File: src/rtl/book_snapshot_dumper.sv
// Snapshot engine: once the matching engine is idle it takes over the heap
// BRAM read port and streams every selected side as a framed beat sequence
// (header, live entries, one trailer) through a 2-entry valid/ready FIFO.
//
// state     | meaning
// ----------+-----------------------------------------------------------
// IDLE      | waiting for start_dump; side_mask latched on the request
// WAIT_BUSY | waiting for engine_busy_in=0; counts latched on exit
// ARM       | BRAM port taken over; selects the lowest masked side
// HEADER    | pushes the side header; empty side skips straight on
// READ      | issues reads at addresses 1..count under FIFO credit
// DRAIN     | final read lands this cycle; selects the next side
// TRAILER   | pushes the trailer beat
// FLUSH     | waits until the last beat has been accepted
// RELEASE   | dump_done pulse, BRAM port handed back
module book_snapshot_dumper #(
  parameter int NUM_SIDES   = 2,
  parameter int DATA_W      = 32,
  parameter int ADDR_W      = 10,
  parameter int MAX_ENTRIES = 1023,
  parameter bit SKIP_ZERO   = 1'b1
) (
  input  logic                          i_clk,
  input  logic                          i_rst,
  input  logic                          i_start_dump,
  input  logic [NUM_SIDES-1:0]          i_side_mask,
  input  logic                          i_engine_busy_in,
  input  logic [NUM_SIDES*ADDR_W-1:0]   i_side_count,
  input  logic [NUM_SIDES*DATA_W-1:0]   i_bram_rdata,
  output logic                          o_dump_active,
  output logic [ADDR_W-1:0]             o_dump_addr,
  output logic                          o_out_valid,
  output logic [DATA_W-1:0]             o_out_data,
  input  logic                          i_out_ready,
  output logic                          o_dump_busy,
  output logic                          o_dump_done
);

  localparam int SIDE_W = (NUM_SIDES > 1) ? $clog2(NUM_SIDES) : 1;
  localparam int EMIT_W = ADDR_W + 4;

  typedef enum logic [3:0] {
    S_IDLE, S_WAIT_BUSY, S_ARM, S_HEADER, S_READ,
    S_DRAIN, S_TRAILER, S_FLUSH, S_RELEASE
  } state_t;

  state_t              r_state, w_state_nxt;
  logic [NUM_SIDES-1:0] r_mask;
  logic [ADDR_W-1:0]   r_cnt [NUM_SIDES];
  logic [ADDR_W-1:0]   w_cnt_clamp [NUM_SIDES];
  logic [SIDE_W-1:0]   r_side;
  logic [ADDR_W-1:0]   r_dump_addr, w_addr_nxt;
  logic                r_pending;
  logic [EMIT_W-1:0]   r_emitted;

  logic [DATA_W-1:0]   r_mem [2];
  logic                r_wr_ptr, r_rd_ptr;
  logic [1:0]          r_fifo_cnt;

  logic                w_sel_found;
  logic [SIDE_W-1:0]   w_sel_side;
  logic [ADDR_W-1:0]   w_cur_cnt;
  logic [DATA_W-1:0]   w_rdata, w_header, w_trailer, w_push_data;
  logic                w_pop, w_room, w_credit, w_push;
  logic                w_hdr_push, w_trl_push, w_cap_push, w_issue, w_side_load;
  logic [2:0]          w_occ;

  // Lowest masked side: from side 0 in ARM, otherwise above the current side.
  always_comb begin
    w_sel_found = 1'b0;
    w_sel_side  = '0;
    for (int i = NUM_SIDES - 1; i >= 0; i--) begin
      if (r_mask[i] && (r_state == S_ARM || i > int'(r_side))) begin
        w_sel_found = 1'b1;
        w_sel_side  = SIDE_W'(i);
      end
    end
  end

  // Per-side views: clamped live counts and the current side's count/data.
  always_comb begin
    w_cur_cnt = '0;
    w_rdata   = '0;
    for (int i = 0; i < NUM_SIDES; i++) begin
      w_cnt_clamp[i] = (i_side_count[i*ADDR_W +: ADDR_W] > ADDR_W'(MAX_ENTRIES)) ?
                       ADDR_W'(MAX_ENTRIES) : i_side_count[i*ADDR_W +: ADDR_W];
      if (r_side == SIDE_W'(i)) begin
        w_cur_cnt = r_cnt[i];
        w_rdata   = i_bram_rdata[i*DATA_W +: DATA_W];
      end
    end
  end

  // Frame words and FIFO flow control; credit counts the read still in flight.
  always_comb begin
    w_header = '0;
    w_header[DATA_W-1 -: 8] = 8'hA5;
    w_header[DATA_W-9 -: 8] = 8'(r_side);
    w_header[ADDR_W-1:0]    = w_cur_cnt;
    w_trailer = '0;
    w_trailer[DATA_W-1 -: 8] = 8'h5A;
    w_trailer[EMIT_W-1:0]    = r_emitted;
    w_pop      = o_out_valid & i_out_ready;
    w_room     = (r_fifo_cnt != 2'd2) || w_pop;
    w_occ      = {1'b0, r_fifo_cnt} - {2'b0, w_pop} + {2'b0, r_pending};
    w_credit   = (w_occ < 3'd2);
    w_cap_push = r_pending && !(SKIP_ZERO && (w_rdata == '0));
    w_push     = w_hdr_push | w_trl_push | w_cap_push;
    w_push_data = w_hdr_push ? w_header : (w_trl_push ? w_trailer : w_rdata);
  end

  // Next-state and per-cycle control strobes.
  always_comb begin
    w_state_nxt = r_state;
    w_addr_nxt  = r_dump_addr;
    w_hdr_push  = 1'b0;
    w_trl_push  = 1'b0;
    w_issue     = 1'b0;
    w_side_load = 1'b0;
    case (r_state)
      S_IDLE:      if (i_start_dump) w_state_nxt = S_WAIT_BUSY;
      S_WAIT_BUSY: if (!i_engine_busy_in) w_state_nxt = S_ARM;
      S_ARM: begin
        w_side_load = w_sel_found;
        w_state_nxt = w_sel_found ? S_HEADER : S_TRAILER;
      end
      S_HEADER: begin
        if (w_room) begin
          w_hdr_push = 1'b1;
          if (w_cur_cnt == '0) begin
            w_side_load = w_sel_found;
            w_state_nxt = w_sel_found ? S_HEADER : S_TRAILER;
          end else begin
            w_addr_nxt  = ADDR_W'(1);
            w_state_nxt = S_READ;
          end
        end
      end
      S_READ: begin
        if (w_credit) begin
          w_issue = 1'b1;
          if (r_dump_addr == w_cur_cnt) w_state_nxt = S_DRAIN;
          else                          w_addr_nxt  = r_dump_addr + ADDR_W'(1);
        end
      end
      // The last read was issued on the previous edge, so it lands on this one.
      S_DRAIN: begin
        w_side_load = w_sel_found;
        w_state_nxt = w_sel_found ? S_HEADER : S_TRAILER;
      end
      S_TRAILER: begin
        if (w_room) begin
          w_trl_push  = 1'b1;
          w_state_nxt = S_FLUSH;
        end
      end
      S_FLUSH:   if (r_fifo_cnt == 2'd0) w_state_nxt = S_RELEASE;
      S_RELEASE: begin
        w_addr_nxt  = '0;
        w_state_nxt = S_IDLE;
      end
      default:   w_state_nxt = S_IDLE;
    endcase
  end

  // Control registers: state, latched request, side, address, read tracking.
  always_ff @(posedge i_clk) begin
    if (i_rst) begin
      r_state     <= S_IDLE;
      r_mask      <= '0;
      r_side      <= '0;
      r_dump_addr <= '0;
      r_pending   <= 1'b0;
      r_emitted   <= '0;
      for (int i = 0; i < NUM_SIDES; i++) r_cnt[i] <= '0;
    end else begin
      r_state     <= w_state_nxt;
      r_dump_addr <= w_addr_nxt;
      r_pending   <= w_issue;
      if (r_state == S_IDLE && i_start_dump) r_mask <= i_side_mask;
      if (r_state == S_WAIT_BUSY && !i_engine_busy_in) begin
        for (int i = 0; i < NUM_SIDES; i++) r_cnt[i] <= w_cnt_clamp[i];
      end
      if (w_side_load) r_side <= w_sel_side;
      if (r_state == S_ARM)                       r_emitted <= '0;
      else if (w_cap_push && (r_emitted != '1))   r_emitted <= r_emitted + EMIT_W'(1);
    end
  end

  // FIFO pointers and occupancy.
  always_ff @(posedge i_clk) begin
    if (i_rst) begin
      r_wr_ptr   <= 1'b0;
      r_rd_ptr   <= 1'b0;
      r_fifo_cnt <= 2'd0;
    end else begin
      if (w_push) r_wr_ptr <= ~r_wr_ptr;
      if (w_pop)  r_rd_ptr <= ~r_rd_ptr;
      r_fifo_cnt <= r_fifo_cnt + {1'b0, w_push} - {1'b0, w_pop};
    end
  end

  // FIFO storage; contents are only visible while occupancy is nonzero.
  always_ff @(posedge i_clk) begin
    if (w_push) r_mem[r_wr_ptr] <= w_push_data;
  end

  assign o_dump_active = (r_state != S_IDLE) && (r_state != S_WAIT_BUSY) &&
                         (r_state != S_RELEASE);
  assign o_dump_busy   = (r_state != S_IDLE);
  assign o_dump_done   = (r_state == S_RELEASE);
  assign o_dump_addr   = r_dump_addr;
  assign o_out_valid   = (r_fifo_cnt != 2'd0);
  assign o_out_data    = o_out_valid ? r_mem[r_rd_ptr] : '0;

endmodule

File: config.mk
export PLATFORM = sky130hd
export DESIGN_NAME = book_snapshot_dumper
export DESIGN_NICKNAME = d
export VERILOG_FILES = /design/src/rtl/book_snapshot_dumper.sv
export SDC_FILE = /design/constraint.sdc
export NUM_CORES = 1
export LEC_CHECK = 0
export ABC_AREA = 1
export BUFFER_PORTS_ARGS = -buffer_cell sky130_fd_sc_hd__buf_2
export CAP_MARGIN = 20
export CORE_UTILIZATION = 35
export DETAILED_ROUTE_END_ITERATION = 12
export HOLD_SLACK_MARGIN = 0.1
export PLACE_DENSITY = 0.62
export SLEW_MARGIN = 20
export SYNTH_ARGS = -nofsm -noshare
export SYNTH_HDL_FRONTEND = slang
export SYNTH_SLANG_ARGS = --single-unit
File: constraint.sdc
create_clock -name i_clk -period 8.76 [get_ports i_clk]
set_clock_uncertainty 0.05 [all_clocks]
set_input_delay 0.876 -clock i_clk [delete_from_list [all_inputs] [get_ports i_clk]]
set_output_delay 0.876 -clock i_clk [all_outputs]
set_load 0.02 [all_outputs]
==> results_dict.tcl <==
set metrics [dict create \
    clock-root-buffer "clkbuf_16" \
    cp_data_required_time_ns 9.06 \
    cts_htree_levels 4 \
    cts_setup_buffers 0 \
    comb_power_share_pct 34.0 \
    worstReg2RegEnd "r_fifo_cnt[1]$_SDFF_PP0_" \
    antenna_found_initial 0 \
    gr_ovfl_total 0 \
    synth_cell_type_count 40 \
    min-delay-path-class "reg2reg" \
    clkPwrFrac_pct 32.1 \
    critPathCaptureType "flop" \
    drt_antenna_net_count 0 \
    std_cell_rows 50 \
    drt-wirelength-per-cell_um 15.62 \
    count_of_mapped_cells_out_of_synthesis 835 \
    ys_dominant_reg_cell "edfxtp_1" \
    slew_hr_pct 30.55 \
    fraction_of_the_yosys_area_taken_by_sequential_cells_pct 48.78 \
    die_width_um 140.2 \
    synth.yosys.warnings 0 \
    worstSkewPairLatency_ns 0.42 \
    crit_path_class "reg2reg" \
    cts_made_buffers 17 \
    via_to_cell_ratio 5.005 \
    timing.critical_path.arrival_ns 4.04 \
    finalSetupTns_ns 0 \
    async_reset_ff_share_pct 0 \
    post_route_cells_drive_above_1_share_pct 21.81 \
    final_min_period_over_clock_period_pct 42.70 \
    register_to_register_setup_slack_ns 5.02 \
    nNetsFinal 1056 \
    tritoncts "done" \
    post_synth_edffs 84 \
    maxClockFrequency_mhz 267.3 \
    p_int_w 0.001380 \
    mostFrequentLayoutCells "220 x nand2_1, 136 x buf_2, 84 x edfxtp_1" \
    cts.reportedPaths.clkPinSlew_ns 0.06 \
    avgSynthCellArea_um2 8.011 \
    drc_violations 0 \
    dp_hpwl_um 13420 \
    area_growth_pct 21.10 \
    place_congestion 0.9105 \
    total_via_count_after_detailed_routing 6036 \
    totalPowerFinal_w 0.002240 \
    switching_power_w 0.0008599 \
    maximum_number_of_pins_on_one_net_before_global_route_repair 54 \
    worst-path-max-fanout 53 \
    post_synth_instance_area_mm2 0.006689 \
    status "finished, final reports clean" \
    power.switching_fraction_pct 38.38 \
    drt_wl_total_um 18840 \
    vdd_ir_drop_max_mv 0.1491 \
    detailedRoute.firstIterationViolations 411 \
    reg2regPathDepth 16 \
    drt-pass1-iter-count 5 \
    finalSetupViolations 0 \
    antenna_cells_inserted 0 \
    number_of_max_cap_violations 0 \
    first_global_vias 5639 \
    holdBufCountCts 0 \
    grt_first_pass_wirelength_um 29480 \
    dieArea_mm2 0.01967 \
    fp.coreArea_mm2 0.01871 \
    filler_cell_count 1891 \
    synth_seq_cells 121 \
    initial_core_util_pct 35.76 \
    synth.net_count 932 \
    mostFrequentLayoutCell "nand2_1" \
    global_route.usage.total_pct 19.72 \
    p_leak_nw 3.420 \
    clock-sinks 121 \
    crit_path_start_kind "flop" \
    multiInputGateArea_mm2 0.002884 \
    worst_pin_slew_ns 1.035 \
    finalHoldViolCount 0 \
    power_frac_seq_pct 33.9 \
    rsz_0062_raised_after_global_routing "false" \
    finalMaxSlewViolations 0 \
    clockBufferDepth 2 \
    cts_resized 0 \
    post-route-min-period_ns 3.741 \
    dieHeight_um 140.2 \
    seq_area_mm2 0.003264 \
    power_density_mw_per_mm2 276.6 \
    setup.worst_path.end "r_fifo_cnt[1]$_SDFF_PP0_" \
    startpoint_of_the_most_critical_setup_path "r_side$_SDFFE_PP0P_" \
    worstReg2RegStart "r_side$_SDFFE_PP0P_" \
    ioPinCount 137 \
    numPortBuffers 136 \
]
==> cells by family (layout without fill, tap and decap cells) <==
logic type                 after synthesis  count (layout)  synth area share, %
xor gates and xnor gates                15              15                1.964
and+or+nand+nor                        414             414                27.18
AOI/OAI and AO/OA                      153             153                12.66
buffers and inverters                  126             263                8.174
DFF                                    121             121                48.78
adders and majority gates                6               6                1.235
==> per-layer routing <==
metal | wire length (µm) | global-route usage [%]
met5 | 0 | 0
met4 | 524 | 8.907
met1 | 8596 | 26.15
met2 | 8650 | 31.18
met3 | 1065 | 3.795
==> metrics by stage <==
step	cells	hold WS (ns)	setup WS, ns	util (%)	instance area [µm²]
5_1_grt	1206	0.4271	4.663	43.30	8100
3_5_place_dp	1174	0.4021	5.051	40.10	7501
6_report	1206	0.4146	5.019	43.30	8100
3_3_place_gp	1174	0.4009	5.174	40.10	7501
2_1_floorplan	835	0.3765	5.376	-	6689
4_1_cts	1206	0.4165	5.025	43.30	8100
==> critical path, stage by stage (launching register included) <==
cell and delay [ns]:
dfxtp_2 0.91, inv_2 0.53, o21ai_0 0.42, nand2_1 0.09, nor2_1 0.09, nand2_1 0.07
nor2_1 0.11, nand2_2 0.22, nand2_1 0.12, nand2_1 0.09, inv_1 0.11, ha_1 0.23
inv_1 0.05, ha_1 0.14, xor2_1 0.18, o21ai_0 0.10, a21oi_1 0.12
==> sequential cells by signal, indices dropped and copies added (netlist names), named ones only <==
signal	count
r_mem	64
r_side	1
r_pending	1
o_dump_addr	10
r_mask	2
r_emitted	14
r_cnt	20
r_rd_ptr	1
r_wr_ptr	1
r_fifo_cnt	2
r_state	4
==> synthesized netlist by cell type (14+ instances only) <==
master	instances	area share, %
dfxtp_1	37	11
inv_1	83	4.7
nand4_1	23	2.2
o21ai_1	27	2.0
clkbuf_1	24	1.3
edfxtp_1	84	38
xor2_1	14	1.8
a21oi_1	69	5.2
o21ai_0	28	2.1
nand3_1	30	2.2
or2_1	17	1.6
nand2_1	220	12
nor2_1	79	4.4
==> cell type report <==
| type | instances | share of cell area, % |
|---|---|---|
| Clock buffer | 18 | 5.298 |
| Tap cell | 234 | 3.614 |
| Inverter | 89 | 4.124 |
| Sequential cell | 121 | 40.30 |
| Clock inverter | 14 | 2.101 |
| Multi-Input combinational cell | 588 | 35.60 |
| Timing Repair Buffer | 142 | 8.959 |
==> power groups by stage <==
stage	Sequential, W	Combinational (W)	Clock, W
after global placement	0.000770	0.000757	0
after global routing	0.000768	0.000843	0.000754
after detailed placement	0.000770	0.000765	0
final	0.000759	0.000762	0.000719
after CTS	0.000758	0.000768	0.000729
after floorplan	0.000761	0.000523	0
==> how the worst min path moves through the flow <==
| stage | from | endpoint | slack (ns) | cells past startpoint |
|---|---|---|---|---|
| final | r_rd_ptr$_SDFFE_PP0P_ | r_rd_ptr$_SDFFE_PP0P_ | 0.41 | 1 |
| after detailed placement | r_rd_ptr$_SDFFE_PP0P_ | r_rd_ptr$_SDFFE_PP0P_ | 0.40 | 1 |
| after global placement | r_rd_ptr$_SDFFE_PP0P_ | r_rd_ptr$_SDFFE_PP0P_ | 0.40 | 1 |
| after CTS | r_emitted[11]$_SDFFE_PP0P_ | r_emitted[11]$_SDFFE_PP0P_ | 0.42 | 2 |
| after global routing | r_emitted[11]$_SDFFE_PP0P_ | r_emitted[11]$_SDFFE_PP0P_ | 0.43 | 2 |
| after floorplan | r_rd_ptr$_SDFFE_PP0P_ | flop | 0.38 | 1 |
Note: power is estimated with default switching activity, not from simulation.
